**config.mk**
```make
export PLATFORM = sky130hd
export DESIGN_NAME = spi_slave_if_flat
export DESIGN_NICKNAME = d
export VERILOG_FILES = /design/src/rtl/spi_pkg.sv /design/src/rtl/spi_if.sv /design/src/rtl/spi_tx_serializer.sv /design/src/rtl/spi_slave_if.sv /design/src/flat_wrapper.sv
export SDC_FILE = /design/constraint.sdc
export NUM_CORES = 1
export LEC_CHECK = 0
export CORE_UTILIZATION = 45
export DETAILED_ROUTE_END_ITERATION = 16
export PLACE_DENSITY = 0.65
export SYNTH_ARGS = -nofsm -noshare
export SYNTH_HDL_FRONTEND = slang
export SYNTH_SLANG_ARGS = --single-unit
export TNS_END_PERCENT = 1
```
**constraint.sdc**
```tcl
create_clock -name clk -period 4.75 [get_ports clk]
set_input_delay 0.475 -clock clk [delete_from_list [all_inputs] [get_ports clk]]
set_output_delay 0.475 -clock clk [all_outputs]
set_load 0.01 [all_outputs]
```
**src/rtl/spi_pkg.sv**
```systemverilog
`default_nettype none
// ============================================================================
//  Module   : spi_pkg
//  Purpose  : Shared types and constants for the SPI slave front-end.
//  Revision : 1.0 - initial release
// ============================================================================
package spi_pkg;

   localparam int DATA_W_DEF     = 8;
   localparam int CMD_W_DEF      = DATA_W_DEF + 2;
   localparam int RD_LATENCY_DEF = 2;

   localparam logic [1:0] OP_WR_ADDR = 2'b00;
   localparam logic [1:0] OP_WR_DATA = 2'b01;
   localparam logic [1:0] OP_RD_ADDR = 2'b10;
   localparam logic [1:0] OP_RD_DATA = 2'b11;

   typedef enum logic [2:0] {
      IDLE    = 3'd0,
      RECV    = 3'd1,
      WAIT_TX = 3'd2,
      SEND    = 3'd3,
      DONE    = 3'd4
   } state_t;

endpackage
`default_nettype wire

```
**src/rtl/spi_if.sv**
```systemverilog
`default_nettype none
// ============================================================================
//  Module   : spi_if
//  Purpose  : SPI pins plus memory-side command/response signals.
//  Revision : 1.0 - initial release
// ============================================================================
interface spi_if
   import spi_pkg::*;
#(
   parameter int DATA_W = DATA_W_DEF,
   parameter int CMD_W  = CMD_W_DEF
);
   logic              ss_n;
   logic              mosi;
   logic              miso;
   logic [CMD_W-1:0]  rx_data;
   logic              rx_valid;
   logic [DATA_W-1:0] tx_data;
   logic              tx_valid;

   modport slave (
      input  ss_n, mosi, tx_data, tx_valid,
      output miso, rx_data, rx_valid
   );

   modport master (
      output ss_n, mosi, tx_data, tx_valid,
      input  miso, rx_data, rx_valid
   );
endinterface
`default_nettype wire

```
**src/rtl/spi_tx_serializer.sv**
```systemverilog
`default_nettype none
// ============================================================================
//  Module   : spi_tx_serializer
//  Purpose  : Loads a read byte and shifts it out MSB first on miso.
//  Revision : 1.0 - initial release
// ============================================================================
module spi_tx_serializer
   import spi_pkg::*;
#(
   parameter int DATA_W = DATA_W_DEF
) (
   input  logic              clk,
   input  logic              rst_n,
   input  logic              load,
   input  logic              shift,
   input  logic              clear,
   input  logic [DATA_W-1:0] data,
   output logic              miso,
   output logic              last
);

   localparam int CNT_W = (DATA_W > 1) ? $clog2(DATA_W) : 1;
   localparam logic [CNT_W-1:0] c_first_cnt = CNT_W'(DATA_W - 1);
   localparam logic [CNT_W-1:0] c_one       = CNT_W'(1);

   logic [DATA_W-1:0] sh_q, sh_d;
   logic [CNT_W-1:0]  cnt_q, cnt_d;
   logic              miso_q, miso_d;

   // cnt_q counts the bits still to come after the one currently on miso
   always_comb begin
      sh_d   = sh_q;
      cnt_d  = cnt_q;
      miso_d = miso_q;
      if (clear) begin
         sh_d   = '0;
         cnt_d  = '0;
         miso_d = 1'b0;
      end else if (load) begin
         sh_d   = data << 1;
         cnt_d  = c_first_cnt;
         miso_d = data[DATA_W-1];
      end else if (shift && (cnt_q != '0)) begin
         sh_d   = sh_q << 1;
         cnt_d  = cnt_q - c_one;
         miso_d = sh_q[DATA_W-1];
      end
   end

   always_ff @(posedge clk or negedge rst_n) begin
      if (!rst_n) begin
         sh_q   <= '0;
         cnt_q  <= '0;
         miso_q <= 1'b0;
      end else begin
         sh_q   <= sh_d;
         cnt_q  <= cnt_d;
         miso_q <= miso_d;
      end
   end

   assign miso = miso_q;
   assign last = (cnt_q == '0);

endmodule
`default_nettype wire

```
**src/rtl/spi_slave_if.sv**
```systemverilog
`default_nettype none
// ============================================================================
//  Module   : spi_slave_if
//  Purpose  : SPI slave front-end: 10-bit command receive, 8-bit read reply.
//             Optional read-order check enabled by SPI_RD_ORDER_CHECK_EN.
//  Revision : 1.0 - initial release
// ============================================================================
module spi_slave_if
   import spi_pkg::*;
#(
   parameter int DATA_W     = DATA_W_DEF,
   parameter int CMD_W      = CMD_W_DEF,
   parameter int RD_LATENCY = RD_LATENCY_DEF
) (
   input  logic clk,
   input  logic rst_n,
   spi_if.slave bus
);

   localparam int CNT_MAX = (CMD_W > RD_LATENCY) ? CMD_W : RD_LATENCY;
   localparam int CNT_W   = $clog2(CNT_MAX + 1);
   localparam logic [CNT_W-1:0] c_last_bit = CNT_W'(CMD_W - 1);
   localparam logic [CNT_W-1:0] c_rd_lat   = CNT_W'(RD_LATENCY);
   localparam logic [CNT_W-1:0] c_one      = CNT_W'(1);

   state_t           state_q, state_d;
   logic [CMD_W-2:0] shift_q, shift_d;
   logic [CMD_W-1:0] rx_data_q, rx_data_d;
   logic             rx_valid_q, rx_valid_d;
   logic [CNT_W-1:0] cnt_q, cnt_d;
   logic             tx_load, tx_shift, tx_clear, tx_last, tx_miso;
   logic [CMD_W-1:0] word;
   logic [1:0]       word_op;
`ifdef SPI_RD_ORDER_CHECK_EN
   logic             rd_addr_seen_q, rd_addr_seen_d;
`endif

   assign word    = {shift_q, bus.mosi};
   assign word_op = word[CMD_W-1 -: 2];

   always_comb begin
      state_d    = state_q;
      shift_d    = shift_q;
      cnt_d      = cnt_q;
      rx_data_d  = rx_data_q;
      rx_valid_d = 1'b0;
      tx_load    = 1'b0;
      tx_shift   = 1'b0;
      tx_clear   = 1'b0;
`ifdef SPI_RD_ORDER_CHECK_EN
      rd_addr_seen_d = rd_addr_seen_q;
`endif
      case (state_q)
         IDLE: begin
            if (!bus.ss_n) begin
               state_d = RECV;
               cnt_d   = '0;
               shift_d = '0;
            end
         end
         RECV: begin
            if (bus.ss_n) begin
               state_d = IDLE;
               cnt_d   = '0;
               shift_d = '0;
            end else if (cnt_q == c_last_bit) begin
               shift_d    = word[CMD_W-2:0];
               rx_data_d  = word;
               rx_valid_d = 1'b1;
               // cnt restarts at one: the pulse cycle itself counts as elapsed
               cnt_d      = c_one;
               state_d    = (word_op == OP_RD_DATA) ? WAIT_TX : DONE;
`ifdef SPI_RD_ORDER_CHECK_EN
               if (word_op == OP_RD_ADDR) begin
                  rd_addr_seen_d = 1'b1;
               end
               if (word_op == OP_RD_DATA) begin
                  rd_addr_seen_d = 1'b0;
                  if (!rd_addr_seen_q) begin
                     rx_valid_d = 1'b0;
                     state_d    = DONE;
                  end
               end
`endif
            end else begin
               shift_d = word[CMD_W-2:0];
               cnt_d   = cnt_q + c_one;
            end
         end
         WAIT_TX: begin
            if (bus.ss_n) begin
               state_d = IDLE;
               cnt_d   = '0;
            end else if ((cnt_q >= c_rd_lat) && bus.tx_valid) begin
               tx_load = 1'b1;
               cnt_d   = '0;
               state_d = SEND;
            end else if (cnt_q < c_rd_lat) begin
               cnt_d = cnt_q + c_one;
            end
         end
         SEND: begin
            if (bus.ss_n) begin
               tx_clear = 1'b1;
               state_d  = IDLE;
            end else if (tx_last) begin
               tx_clear = 1'b1;
               state_d  = DONE;
            end else begin
               tx_shift = 1'b1;
            end
         end
         DONE: begin
            if (bus.ss_n) begin
               state_d = IDLE;
               cnt_d   = '0;
            end
         end
         default: begin
            state_d  = IDLE;
            cnt_d    = '0;
            tx_clear = 1'b1;
         end
      endcase
   end

   always_ff @(posedge clk or negedge rst_n) begin
      if (!rst_n) begin
         state_q    <= IDLE;
         shift_q    <= '0;
         rx_data_q  <= '0;
         rx_valid_q <= 1'b0;
         cnt_q      <= '0;
      end else begin
         state_q    <= state_d;
         shift_q    <= shift_d;
         rx_data_q  <= rx_data_d;
         rx_valid_q <= rx_valid_d;
         cnt_q      <= cnt_d;
      end
   end

`ifdef SPI_RD_ORDER_CHECK_EN
   always_ff @(posedge clk or negedge rst_n) begin
      if (!rst_n) begin
         rd_addr_seen_q <= 1'b0;
      end else begin
         rd_addr_seen_q <= rd_addr_seen_d;
      end
   end
`endif

   spi_tx_serializer #(
      .DATA_W (DATA_W)
   ) u_tx (
      .clk   (clk),
      .rst_n (rst_n),
      .load  (tx_load),
      .shift (tx_shift),
      .clear (tx_clear),
      .data  (bus.tx_data),
      .miso  (tx_miso),
      .last  (tx_last)
   );

   assign bus.miso     = tx_miso;
   assign bus.rx_data  = rx_data_q;
   assign bus.rx_valid = rx_valid_q;

endmodule
`default_nettype wire

```
**src/flat_wrapper.sv**
```systemverilog
// flat-port wrapper written by rule: the top's interface ports become plain ports
module spi_slave_if_flat import spi_pkg::*;
#(
   parameter int DATA_W     = DATA_W_DEF,
   parameter int CMD_W      = CMD_W_DEF,
   parameter int RD_LATENCY = RD_LATENCY_DEF
)
  (clk, rst_n, bus_ss_n, bus_mosi, bus_tx_data, bus_tx_valid, bus_miso, bus_rx_data, bus_rx_valid);
  spi_if #(.DATA_W(DATA_W), .CMD_W(CMD_W)) bus_i ();
  input  logic clk;
  input  logic rst_n;
  input wire logic [$bits(bus_i.ss_n)-1:0] bus_ss_n;
  input wire logic [$bits(bus_i.mosi)-1:0] bus_mosi;
  input wire logic [$bits(bus_i.tx_data)-1:0] bus_tx_data;
  input wire logic [$bits(bus_i.tx_valid)-1:0] bus_tx_valid;
  output wire logic [$bits(bus_i.miso)-1:0] bus_miso;
  output wire logic [$bits(bus_i.rx_data)-1:0] bus_rx_data;
  output wire logic [$bits(bus_i.rx_valid)-1:0] bus_rx_valid;
  assign bus_i.ss_n = bus_ss_n;
  assign bus_i.mosi = bus_mosi;
  assign bus_i.tx_data = bus_tx_data;
  assign bus_i.tx_valid = bus_tx_valid;
  assign bus_miso = bus_i.miso;
  assign bus_rx_data = bus_i.rx_data;
  assign bus_rx_valid = bus_i.rx_valid;
  spi_slave_if #(.DATA_W(DATA_W), .CMD_W(CMD_W), .RD_LATENCY(RD_LATENCY)) u_core (.clk(clk), .rst_n(rst_n), .bus(bus_i));
endmodule
```
Word level (Yosys, flattened, before mapping)
Cells that the tools add are included.
{ "totals": {"register_bits": 39, "latchBits": 0, "ramBits": 0, "rom_bits": 0, "inputBits": 13, "output_inout_bits": 12, "wordCells": 80, "n_memories": 0} }
{ "classes": {"n_addsub": 2, "multipliers": 0, "div_mod_pow": 0, "order_cmp": 2, "eq_ne": 12, "shifts": 0, "mux": 42, "bitwise_logic": 2, "reduce_logical": 12} }
{ "ops": {"columns": ["op", "count"], "rows": [
  ["two-way mux 3 bit", 12],
  ["two-way mux 4 bit", 7],
  ["two-way mux 8 bit", 3],
  ["one-hot mux 4 bit (5 select lines)", 1],
  ["two-way mux 9 bit", 2],
  ["one-hot mux 9 bit (2 select lines)", 1],
  ["one-hot mux 3 bit (5 select lines)", 1],
  ["two-way mux 1 bit", 14],
  ["!= test 3 x 2 -> 1 bit, second input constant", 3],
  ["equality test 3 x 2 -> 1 bit, second input constant", 2],
  ["zero test 3 bit", 2],
  ["nonzero test 3 bit", 2],
  ["AND reduction 5 bit", 1],
  ["adder 4 x 1 -> 4 bit, second input constant", 1],
  ["equality test 4 bit, second input constant", 1],
  [">= comparator 4 x 2 -> 1 bit, second input constant", 1],
  ["< comparator 4 x 2 -> 1 bit, second input constant", 1],
  ["!= test 2 bit, second input constant", 2],
  ["!= test 4 x 2 -> 1 bit, second input constant", 1],
  ["AND reduction 4 bit", 1],
  ["OR reduction 4 bit", 1],
  ["equality test 3 x 1 -> 1 bit, second input constant", 1],
  ["equality test 3 bit, second input constant", 1],
  ["AND reduction 3 bit", 1],
  ["7 further kinds", 9]
]} }

Logic depth before layout (Yosys ltp)
Gate-level depths: netlist of the first run.
{ "logic_depth": {"depth_word": 8, "ltp_mapped": 7, "mapped_depth_nobuf": 6} }

Hierarchy
Synthesis of the first run repeated with hierarchy kept, for this count alone.
{ "hier_totals": {"hier_cells": 161, "area_unflattened_um2": 1948.1} }
{ "by_module_without_submodules": {"columns": ["module", "instances", "cells_each", "area_each_um2", "seq_area_each_um2"], "rows": [
  ["spi_slave_if", 1, 109, 1330.0, 675.6],
  ["spi_tx_serializer", 1, 52, 618.1, 275.3]
]} }

Worst setup path after synthesis of the first run
No wires, ideal clock.
{ "synth_path": {"path_kind": "input port to flip-flop", "from": "input port bus_ss_n", "to": "register u_core.rx_data_q[0] (netlist: u_core.bus.rx_data[0])", "setup_ns": 0.128, "t_arrival_ns": 1.746, "required_time_ns": 4.622, "slack_ns": 2.877, "cell_stages": 6, "path_buffers": 3, "path_cell_list": "buf_2 > nor4b_2 > buf_2 > and2b_1 > buf_4 > mux2_1"} }
{ "synth_via": {"elab_chain_cells": 2} }
{ "synth_lines": {"columns": ["element", "line_no", "rtl"], "rows": [
  ["start, declared", "flat_wrapper.sv:12", "input wire logic [$bits(bus_i.ss_n)-1:0] bus_ss_n;"],
  ["inverter 1 bit (no line)", null, null],
  ["AND reduction 3 bit (no line)", null, null],
  ["end signal, assigned", "spi_slave_if.sv:137", "rx_data_q <= rx_data_d;"],
  ["end, declared", "spi_slave_if.sv:28", "logic [CMD_W-1:0] rx_data_q, rx_data_d;"]
]} }
Every way passes these cells.
A chain may end at the register's enable or synchronous reset.

Worst setup path in the final report of the first run
{ "layout_path": {"from": "input port bus_ss_n", "to": "register u_core.rx_data_q[3] (netlist: u_core.bus.rx_data[3])"} }
Same word-level chain as after synthesis.

==> out/qor.txt, run 1 <==
==========================================================================
Outcome                                                       finished clean
Vias in the first global route                                        1328
Antenna violation net count after detailed routing                       0
Iteration-0 DRC count of the detailed router                            65
Average wire per cell in the routed design                         16.1 um
Net Switching                                                       247 uW
Total die area                                                    4420 um2
Highest fanout seen on the critical path                                11
Setup clock skew after layout                                   0.00834 ns
Data required time at the worst endpoint                           4.94 ns
Most used flip-flop cell after synthesis                      sky130_fd_sc_hd__dfrtp_1
Critical Path AT                                                   2.79 ns
Worst slew margin                                                    37.3%
Post-synth net total                                                   175
Synthesis warning total                                                  0
Area growth, synth to finish                                         20.9%
Number of sinks on the clock net                                        38
Ordered list of cells on the worst path                       clkdlybuf4s50_1, nor4b_2, and2b_1, mux2_2
Class of the tightest hold or removal check                   input pin to asynchronous set/reset pin
Hold Fails Final Rpt                                                     0
# resized after CTS                                                      0
Count of boundary I/O pins                                              25
Die height                                                         66.5 um
Overall die width                                                  66.5 um
Count of TritonRoute iterations in the first routing pass                4
Distinct cells, synth                                                   43
Post-DR vias/cell                                                     5.81
First-pass GRT wire length                                         6.39 mm
Port Buffers                                                            24
Hold buffer count at cts                                                 0
Count of final max-slew check failures                                   0
Number of synthesized flops with an enable pin                           0
Number of flip-flops and latches in the synthesized netlist             38
Global-route usage over all layers                                   19.6%
Max incr delay on CP                                               0.84 ns
Routability congestion estimate                                      0.839
End of the worst register-to-register path                    u_core.bus.rx_data[3]
Antenna violations before repair                                         0
Core area                                                         4000 um2
Clock insertion delay at the later pin of the skew report          0.29 ns
Clock tree root buffer cell                                   sky130_fd_sc_hd__clkbuf_8
Net Sw Frac                                                          28.7%
Internal Power                                                      612 uW
DRC violation count after routing                                        0
Clock transition at the registers of the reported paths            0.08 ns
Setup crit end kind                                               register
Portion of total power attributed to the clock network               38.2%
Post-layout min period                                             2.61 ns
FF-to-FF Start                                                u_core.state_q[0]
Standby leakage power                                              1.08 nW
Portion of total power attributed to combinational logic             17.5%
Largest net degree at the start of global routing                       39
Cts bufs inserted                                                        5
Routed WL                                                          3.73 mm
Setup TNS Final                                                       0 ns
Launching element type of the critical path                      input pin
Setup repair after global routing missed its margin                  false
Number of endpoints failing setup at the final stage                     0
Net total in the final layout                                          199
Post-detailed-placement half-perimeter wirelength                  2.57 mm
Path depth of the worst reg2reg path                                     3
Worst supply voltage drop on vdd                                  0.209 mV
Crit share post-route                                                54.8%
TritonCTS clock tree                                                  done
Number of vias after detailed routing                                 1349
Worst setup slack after placement                                  1.85 ns
Slowest cell on the critical path                             sky130_fd_sc_hd__nor4b_2
Setup Fix Bufs, Post-CTS                                                 0
Clock Tree Buf Depth                                                     2
Aggregate global routing overflow                                        0
Max-cap violations                                                       0
Flop2flop setup slack                                              2.27 ns
Fraction of the yosys area taken by sequential cells                 50.8%
Share of total power in sequential cells                             44.3%
Post-Syn Instances                                                     157
Top achievable clock speed                                         384 MHz
Category of the critical setup timing path                    input pin to register
Starting density of the core                                         46.8%
PwrDens                                                         379 nW/um2
Synthesized area                                                  1870 um2
Fin worst setup slack                                              2.14 ns
FFs w/ async S/R, synth                                               100%
Ant. Diodes                                                              0
Max H-tree Level                                                         2
Transition time at the pin with the least slew margin             0.939 ns
Mapped Avg Cell Area                                              11.9 um2
FP Rows                                                                 23
Layout cell share with drive strength beyond 1                       10.4%
==========================================================================
==> registers in the layout, indices dropped and copies added (netlist names) <==
register and count:
u_core.bus.rx_valid 1, u_core.cnt_q 4, u_core.shift_q 9, u_core.u_tx.cnt_q 3, u_core.u_tx.miso 1, u_core.state_q 3, u_core.bus.rx_data 10, u_core.u_tx.sh_q 7
==> Yosys cell counts (2+ instances only) <==
library cell / count / area share (%)
sky130_fd_sc_hd__a21o_1: 2 / 0.80
sky130_fd_sc_hd__a21oi_1: 5 / 1.3
sky130_fd_sc_hd__a22o_1: 10 / 4.7
sky130_fd_sc_hd__buf_2: 2 / 0.53
sky130_fd_sc_hd__buf_4: 2 / 0.80
sky130_fd_sc_hd__clkbuf_1: 2 / 0.40
sky130_fd_sc_hd__dfrtp_1: 38 / 51
sky130_fd_sc_hd__ha_1: 5 / 3.3
sky130_fd_sc_hd__inv_1: 9 / 1.8
sky130_fd_sc_hd__mux2_1: 9 / 5.4
sky130_fd_sc_hd__mux2i_1: 8 / 4.3
sky130_fd_sc_hd__nand2_1: 6 / 1.2
sky130_fd_sc_hd__nand2b_1: 4 / 1.3
sky130_fd_sc_hd__nand3_1: 2 / 0.53
sky130_fd_sc_hd__nand3b_1: 4 / 1.6
sky130_fd_sc_hd__nor2_1: 5 / 1.0
sky130_fd_sc_hd__nor3_1: 4 / 1.1
sky130_fd_sc_hd__nor4b_2: 2 / 1.6
sky130_fd_sc_hd__o211ai_1: 2 / 0.80
sky130_fd_sc_hd__o21ai_0: 5 / 1.3
sky130_fd_sc_hd__o21ai_1: 2 / 0.53
sky130_fd_sc_hd__o2bb2ai_1: 7 / 3.3
sky130_fd_sc_hd__or2_2: 2 / 0.67
==> worst max-delay path: cells and delay by family <==
family	cells	cell delay (ns)
buffers and inverters	1	0.57
muxes	1	0.38
and+or+nand+nor	2	1.35
==> cells in the final DEF, fill, tap and decap left out, types with 2 or more instances in the layout <==
cell,instances
sky130_fd_sc_hd__dfrtp_1,38
sky130_fd_sc_hd__clkdlybuf4s50_1,23
sky130_fd_sc_hd__a22o_1,10
sky130_fd_sc_hd__inv_1,9
sky130_fd_sc_hd__mux2_1,9
sky130_fd_sc_hd__mux2i_1,8
sky130_fd_sc_hd__o2bb2ai_1,7
sky130_fd_sc_hd__nand2_1,6
sky130_fd_sc_hd__nor2_1,5
sky130_fd_sc_hd__o21ai_0,5
sky130_fd_sc_hd__a21oi_1,5
sky130_fd_sc_hd__ha_1,5
sky130_fd_sc_hd__clkbuf_8,5
sky130_fd_sc_hd__nand3b_1,4
sky130_fd_sc_hd__nor3_1,4
sky130_fd_sc_hd__nand2b_1,4
sky130_fd_sc_hd__nor4b_2,2
sky130_fd_sc_hd__or2_2,2
sky130_fd_sc_hd__o21ai_1,2
sky130_fd_sc_hd__nand3_1,2
sky130_fd_sc_hd__a21o_1,2
sky130_fd_sc_hd__o211ai_1,2
sky130_fd_sc_hd__bufinv_16,2
==> how the worst max path moves through the flow <==
stage,endpoint,slack [ns],startpoint,depth (start not counted)
floorplan,u_core.bus.rx_data[0],2.88,bus_ss_n,6
global placement,u_core.bus.rx_data[3],1.94,bus_ss_n,4
detailed placement,u_core.bus.rx_data[3],1.85,bus_ss_n,4
CTS,u_core.bus.rx_data[9],2.17,bus_ss_n,4
global route,u_core.bus.rx_data[3],1.96,bus_ss_n,4
finish,u_core.bus.rx_data[3],2.14,bus_ss_n,4
==> cell families (layout without fill, tap and decap cells) <==
| kind of cell | Yosys count | count (layout) | share of synthesized area, % |
|---|---|---|---|
| AOI/OAI and AO/OA | 44 | 44 | 19.2 |
| DFF | 38 | 38 | 50.8 |
| and+or+nand+nor | 35 | 35 | 11.8 |
| muxes | 18 | 18 | 10.3 |
| buffers and inverters | 16 | 41 | 4.14 |
| adders and majority gates | 5 | 5 | 3.34 |
| xor gates and xnor gates | 1 | 1 | 0.468 |
==> metal layers <==
metal | global-route usage [%] | up-vias | routed length (um)
met4 | 6.38 | 0 | 53
met5 | 0 | - | 0
met2 | 31.9 | 49 | 1830
met3 | 5.14 | 5 | 189
met1 | 25.2 | 667 | 1650
li1 | - | 628 | -
==> power by group through the flow <==
| stage | clock network [mW] | logic, mW | registers [mW] |
|---|---|---|---|
| floorplan | 0 | 0.136 | 0.362 |
| global placement | 0 | 0.143 | 0.384 |
| detailed placement | 0 | 0.149 | 0.386 |
| CTS | 0.334 | 0.150 | 0.379 |
| global route | 0.348 | 0.169 | 0.384 |
| finish | 0.328 | 0.150 | 0.380 |
==> stage by stage <==
| stage | power [mW] | hold WS [ns] | instances | util, % | area [um2] |
|---|---|---|---|---|---|
| floorplan | 0.498 | 0.179 | 157 | - | 1870 |
| global placement | 0.527 | 0.458 | 224 | 53.2 | 2130 |
| detailed placement | 0.536 | 0.466 | 224 | 53.2 | 2130 |
| CTS | 0.863 | 0.303 | 232 | 56.6 | 2260 |
| global route | 0.901 | 0.331 | 232 | 56.6 | 2260 |
| finish | 0.859 | 0.271 | 232 | 56.6 | 2260 |
==> layout make-up <==
cell class / count / area, um2
Clock buffer: 5 / 68.8
Clock inverter: 3 / 68.8
Fill cell: 345 / 1740
Inverter: 9 / 33.8
Multi-Input combinational cell: 103 / 845
Sequential cell: 38 / 951
Tap cell: 50 / 62.6
Timing Repair Buffer: 24 / 235
Note: power is estimated with default switching activity, not from simulation.
==> inputs of run 2 (changes only) <==
clock period = 2.5 ns   (was 4.75 ns; I/O delays follow)
==> out/qor.txt, run 2 (synthesis results as in run 1) <==
========================================================================
Global-route usage over all layers                                 19.2%   -0.34 points
Final cell count without fillers                                     234   +0.86%
Post-DR vias/cell                                                   5.77   -0.71%
Net Switching                                                     461 uW   +87%
Class of the tightest hold or removal check                 input pin to asynchronous set/reset pin
Hold buffer count at cts                                               0   unchanged
Area growth, synth to finish                                       19.4%
Fillers                                                              344   -0.29%
Setup crit end kind                                             register
Number of sinks on the clock net                                      38   unchanged
Layout cell share with drive strength beyond 1                     11.4%   +0.97 points
Crit share post-route                                              83.8%
Design Power                                                     1.45 mW   +69%
Clock Tree Buf Depth                                                   2   unchanged
Ant. Diodes                                                            0   unchanged
Count of boundary I/O pins                                            25   unchanged
Most frequent cells in the layout                           sky130_fd_sc_hd__dfrtp_1, sky130_fd_sc_hd__clkdlybuf4s50_1, sky130_fd_sc_hd__a22o_1
Antenna violation net count after detailed routing                     0   unchanged
DP Cell Count                                                        226   +0.89%
Area used by multi-input combinational logic                     845 um2   unchanged
Routability congestion estimate                                    0.798   -4.9%
Cts bufs inserted                                                      5   unchanged
Largest net degree at the start of global routing                     39   unchanged
Number of flip-flops in the largest register                          10   unchanged
Die height                                                       66.5 um   unchanged
Core area                                                       4000 um2   unchanged
Average wire per cell in the routed design                       15.8 um   -1.7%
Routed WL                                                        3.70 mm   -0.88%
Aggregate global routing overflow                                      0   unchanged
Vias in the first global route                                      1319   -0.68%
Portion of total power attributed to combinational logic           20.5%   +3.0 points
Count of final max-slew check failures                                 0   unchanged
Setup repair after global routing missed its margin                false
Net Sw Frac                                                        31.8%   +3.0 points
Top achievable clock speed                                       478 MHz
Critical Path AT                                                 2.25 ns   -0.54 ns
Overall die width                                                66.5 um   unchanged
Share of total power in sequential cells                           49.6%   +5.3 points
Outcome                                                     finished clean
Setup Fix Bufs, Post-CTS                                               0   unchanged
DRC violation count after routing                                      0   unchanged
Max H-tree Level                                                       2   unchanged
Data required time at the worst endpoint                         2.66 ns   -2.28 ns
Iteration-0 DRC count of the detailed router                          43   -34%
PwrDens                                                       649 nW/um2   +71%
Starting density of the core                                       46.8%   unchanged
Portion of total power attributed to the clock network             29.9%   -8.3 points
Launching element type of the critical path                     register
FP Rows                                                               23   unchanged
First-pass GRT wire length                                       6.15 mm   -3.8%
TritonCTS clock tree                                                done
Category of the critical setup timing path                  register to register
Hold Fails Final Rpt                                                   0   unchanged
Register Area                                                    951 um2   unchanged
Max-cap violations                                                     0   unchanged
Leading cell type in the layout, fill and taps excluded     sky130_fd_sc_hd__dfrtp_1
Worst supply voltage drop on vdd                                0.304 mV   +46%
Total die area                                                  4420 um2   unchanged
Worst Hold Margin                                              0.0410 ns   -0.230 ns
Post-layout min period                                           2.09 ns
Internal Power                                                    991 uW   +62%
Count of TritonRoute iterations in the first routing pass              4   unchanged
Number of endpoints failing setup at the final stage                   0   unchanged
Clock insertion delay at the later pin of the skew report        0.29 ns   about the same
Antenna violations before repair                                       0   unchanged
Standby leakage power                                            1.07 nW   -0.97%
Net total in the final layout                                        201   +1.0%
Highest fanout seen on the critical path                              12   +1
Number of vias after detailed routing                               1351   +0.15%
Transition time at the pin with the least slew margin           0.805 ns   -0.134 ns
Post-detailed-placement half-perimeter wirelength                2.62 mm   +1.8%
Clock transition at the registers of the reported paths          0.07 ns   about the same
Clock tree root buffer cell                                 sky130_fd_sc_hd__clkbuf_8
Setup TNS Final                                                     0 ns   unchanged
# resized after CTS                                                    0   unchanged
Worst slew margin                                                  46.3%   +9.1 points
Setup clock skew after layout                                 0.00584 ns   -0.00249 ns
Port Buffers                                                          24   unchanged
========================================================================
-- run 2: changes by cell type in the layout (fill, tap and decap cells not counted), sizes merged --
cell and delta:
clkbuf +1, buf +2, bufinv -2, clkinvlp +1
-- run 2: area by class of cell --
type	instances	area share, %
clock buffer	6	3.69
sequential	38	42.5
inverter	9	1.51
tap	50	2.80
multi-input combinational	103	37.8
clock inverter	2	0.559
timing repair buffer	26	11.2
-- run 2: worst paths after layout --
check | endpoint | from | cells past startpoint | slack (ns)
min in group clk | u_core.u_tx.cnt_q[1] | u_core.u_tx.cnt_q[1] | 1 | 0.48
max in group asynchronous | u_core.u_tx.sh_q[1] | rst_n | 1 | 1.94
worst max-delay path | u_core.u_tx.miso | u_core.cnt_q[0] | 6 | 0.41
worst max register to register | u_core.u_tx.miso | u_core.cnt_q[0] | 6 | 0.41
worst min-delay path | u_core.cnt_q[2] | rst_n | 1 | 0.04
worst min register to register | u_core.u_tx.cnt_q[1] | u_core.u_tx.cnt_q[1] | 1 | 0.48
-- run 2: per-stage QoR --
step | utilization (%) | instance area [um2] | setup WS (ns)
floorplan | - | 1870 | 0.735
global placement | 53.6 | 2140 | 0.375
detailed placement | 53.6 | 2140 | 0.341
CTS | 55.9 | 2240 | 0.369
global route | 55.9 | 2240 | 0.231
finish | 55.9 | 2240 | 0.406
-- run 2: power groups by stage --
stage          clock network, mW  registers (mW)  logic [mW]
6_report                   0.434           0.721       0.298
5_1_grt                    0.474           0.730       0.327
4_1_cts                    0.449           0.720       0.298
3_5_place_dp                   0           0.733       0.297
3_3_place_gp                   0           0.728       0.285
2_1_floorplan                  0           0.688       0.259
-- run 2: critical path, stage by stage, from the launching register on --
cell and delay, ns:
sky130_fd_sc_hd__dfrtp_1 0.47, sky130_fd_sc_hd__inv_1 0.08, sky130_fd_sc_hd__ha_1 0.22, sky130_fd_sc_hd__o41a_1 0.40
sky130_fd_sc_hd__nand2_1 0.45, sky130_fd_sc_hd__mux2i_1 0.26, sky130_fd_sc_hd__o2bb2ai_1 0.08
-- run 2: per-layer routing --
layer,track usage [%],vias up,share of wire (%)
li1,-,634,-
met1,24.4,689,46
met2,30.6,22,49
met3,4.97,6,3.4
met4,8.78,0,1.5
met5,0,-,0
==> inputs of run 3 (changes only) <==
PLACE_DENSITY = 0.68   (was 0.65)
clock period = 1.77 ns   (was 2.5 ns; I/O delays follow)
==> out/qor.txt, run 3 (synthesis results as in run 1) <==
========================================================================
Data required time at the worst endpoint                         1.95 ns   -0.71 ns
End of the worst register-to-register path                  u_core.cnt_q[2]
Flop2flop setup slack                                            0.02 ns   -0.39 ns
Count of cells along the worst hold path                               3
Hold worst-path end                                         u_core.u_tx.sh_q[1]
Clock Tree Buf Depth                                                   2   unchanged
Count of TritonRoute iterations in the first routing pass              4   unchanged
Final cell count without fillers                                     261   +12%
Core area                                                       4000 um2   unchanged
Global-route usage over all layers                                 21.4%   +2.2 points
PwrDens                                                       996 nW/um2   +53%
Total die area                                                  4420 um2   unchanged
Number of vias after detailed routing                               1427   +5.6%
Area growth, synth to finish                                       34.7%
Post-layout min period                                           1.75 ns   -0.343 ns
Clock transition at the registers of the reported paths          0.08 ns   about the same
Standby leakage power                                            1.23 nW   +15%
Hold_sp                                                     bus_tx_data[0]
Ant. Diodes                                                            0   unchanged
Average wire per cell in the routed design                       15.6 um   -1.5%
Most frequent cells in the layout                           sky130_fd_sc_hd__dfrtp_1, sky130_fd_sc_hd__buf_4, sky130_fd_sc_hd__clkdlybuf4s50_1
Category of the critical setup timing path                  register to register
Number of flip-flops in the largest register                          10   unchanged
Top achievable clock speed                                       571 MHz   +20%
Max H-tree Level                                                       2   unchanged
Starting density of the core                                       46.8%   unchanged
Antenna violations before repair                                       0   unchanged
Outcome                                                     finished clean
Max-cap violations                                                     0   unchanged
Number of sinks on the clock net                                      38   unchanged
Setup crit end kind                                             register
Overall die width                                                66.5 um   unchanged
Largest net degree at the start of global routing                     39   unchanged
Leading cell type in the layout, fill and taps excluded     sky130_fd_sc_hd__dfrtp_1
TritonCTS clock tree                                                done
Setup clock skew after layout                                 0.00394 ns   -0.00191 ns
Antenna violation net count after detailed routing                     0   unchanged
Port Buffers                                                          24   unchanged
Clock insertion delay at the later pin of the skew report        0.29 ns   about the same
Aggregate global routing overflow                                      0   unchanged
Routability congestion estimate                                    0.826   +3.6%
Class of the tightest hold or removal check                 input pin to register
Transition time at the pin with the least slew margin           0.480 ns   -0.325 ns
Routed WL                                                        4.06 mm   +9.9%
Fillers                                                              307   -11%
Setup repair after global routing missed its margin                 true
Iteration-0 DRC count of the detailed router                          30   -30%
FP Rows                                                               23   unchanged
Count of boundary I/O pins                                            25   unchanged
Layout cell share with drive strength beyond 1                     24.6%   +13 points
DP Cell Count                                                        252   +12%
Path depth of the worst reg2reg path                                   4   -2
Worst slew margin                                                  68.0%   +22 points
Count of final max-slew check failures                                 0   unchanged
Number of endpoints failing setup at the final stage                   0   unchanged
Worst Hold Margin                                               0.439 ns   +0.398 ns
Post-DR vias/cell                                                   5.47   -5.3%
Critical Path AT                                                 1.93 ns   -0.32 ns
Worst supply voltage drop on vdd                                0.581 mV   +91%
Clock tree root buffer cell                                 sky130_fd_sc_hd__clkbuf_8
First-pass GRT wire length                                       6.94 mm   +13%
DRC violation count after routing                                      0   unchanged
Launching element type of the critical path                     register
Highest fanout seen on the critical path                               6   -6
Design Power                                                     2.51 mW   +73%
Crit share post-route                                              98.9%   +15 points
Vias in the first global route                                      1531   +16%
Hold Fails Final Rpt                                                   0   unchanged
FF-to-FF Start                                              u_core.state_q[2]
Cts bufs inserted                                                      5   unchanged
Die height                                                       66.5 um   unchanged
Post-detailed-placement half-perimeter wirelength                2.96 mm   +13%
Net total in the final layout                                        228   +13%
========================================================================
[run 3: cell count changes in the layout (fill, tap and decap cells not counted), moves of 2 or more]
cell and change:
sky130_fd_sc_hd__buf_4 +24, sky130_fd_sc_hd__bufinv_16 +2, sky130_fd_sc_hd__dfrtp_1 -2, sky130_fd_sc_hd__buf_12 +2
sky130_fd_sc_hd__dfrtp_2 +2
[run 3: per-stage QoR]
| step | setup WS (ns) | cell area (um2) | util [%] | TNS, ns |
|---|---|---|---|---|
| CTS | -0.0124 | 2510 | 62.7 | -0.0124 |
| global route | -0.0689 | 2520 | 63.1 | -0.710 |
| detailed placement | -0.208 | 2360 | 59.1 | -3.74 |
| floorplan | 0.00521 | 1870 | - | 0 |
| finish | 0.0190 | 2520 | 63.1 | 0 |
| global placement | -0.157 | 2360 | 59.1 | -2.42 |
[run 3: area by class of cell]
class,instances,area (um2),share of cell area [%]
inverters,9,33.8,1.34
clock buffers,5,68.8,2.73
flip-flops and latches,38,953,37.8
clock inverters,3,68.8,2.73
well taps,50,62.6,2.48
multi-input cells,103,856,33.9
repair buffers,53,480,19.0
[run 3: timing repair]
item                                    CTS  global route
hold buffers                              1             0
endpoints found under the setup margin    1            23
buffers inserted                          0             0
resized for setup                         0             5
endpoints found under the hold margin    38             0
[run 3: worst max-delay path: stages, from the launching register on]
cell and delay (ns):
sky130_fd_sc_hd__dfrtp_2 0.47, sky130_fd_sc_hd__or4b_4 0.55, sky130_fd_sc_hd__o22ai_4 0.18, sky130_fd_sc_hd__nor3_2 0.09
sky130_fd_sc_hd__a311o_1 0.35
[run 3: where the power goes]
part | internal [mW] | total (mW) | switching, mW | leakage, nW
Combinational | 0.321 | 0.639 | 0.318 | 0.635
Sequential | 0.917 | 0.987 | 0.0697 | 0.524
Clock | 0.565 | 0.887 | 0.322 | 0.0683
[run 3: worst max-delay path by stage]
stage,startpoint,endpoint,depth (start not counted)
3_5_place_dp,bus_ss_n,u_core.bus.rx_data[9],6
5_1_grt,u_core.cnt_q[0],u_core.u_tx.sh_q[7],6
3_3_place_gp,bus_ss_n,u_core.cnt_q[3],5
6_report,u_core.state_q[2],u_core.cnt_q[2],4
4_1_cts,u_core.state_q[2],u_core.cnt_q[3],4
2_1_floorplan,u_core.state_q[2],u_core.bus.rx_data[0],6
[run 3: routing by layer]
metal / global-route usage (%) / up-vias / wire length, um
li1: - / 692 / -
met1: 26.5 / 704 / 1910
met2: 36.5 / 25 / 1960
met3: 5.48 / 6 / 147
met4: 6.38 / 0 / 54
met5: 0 / - / 0
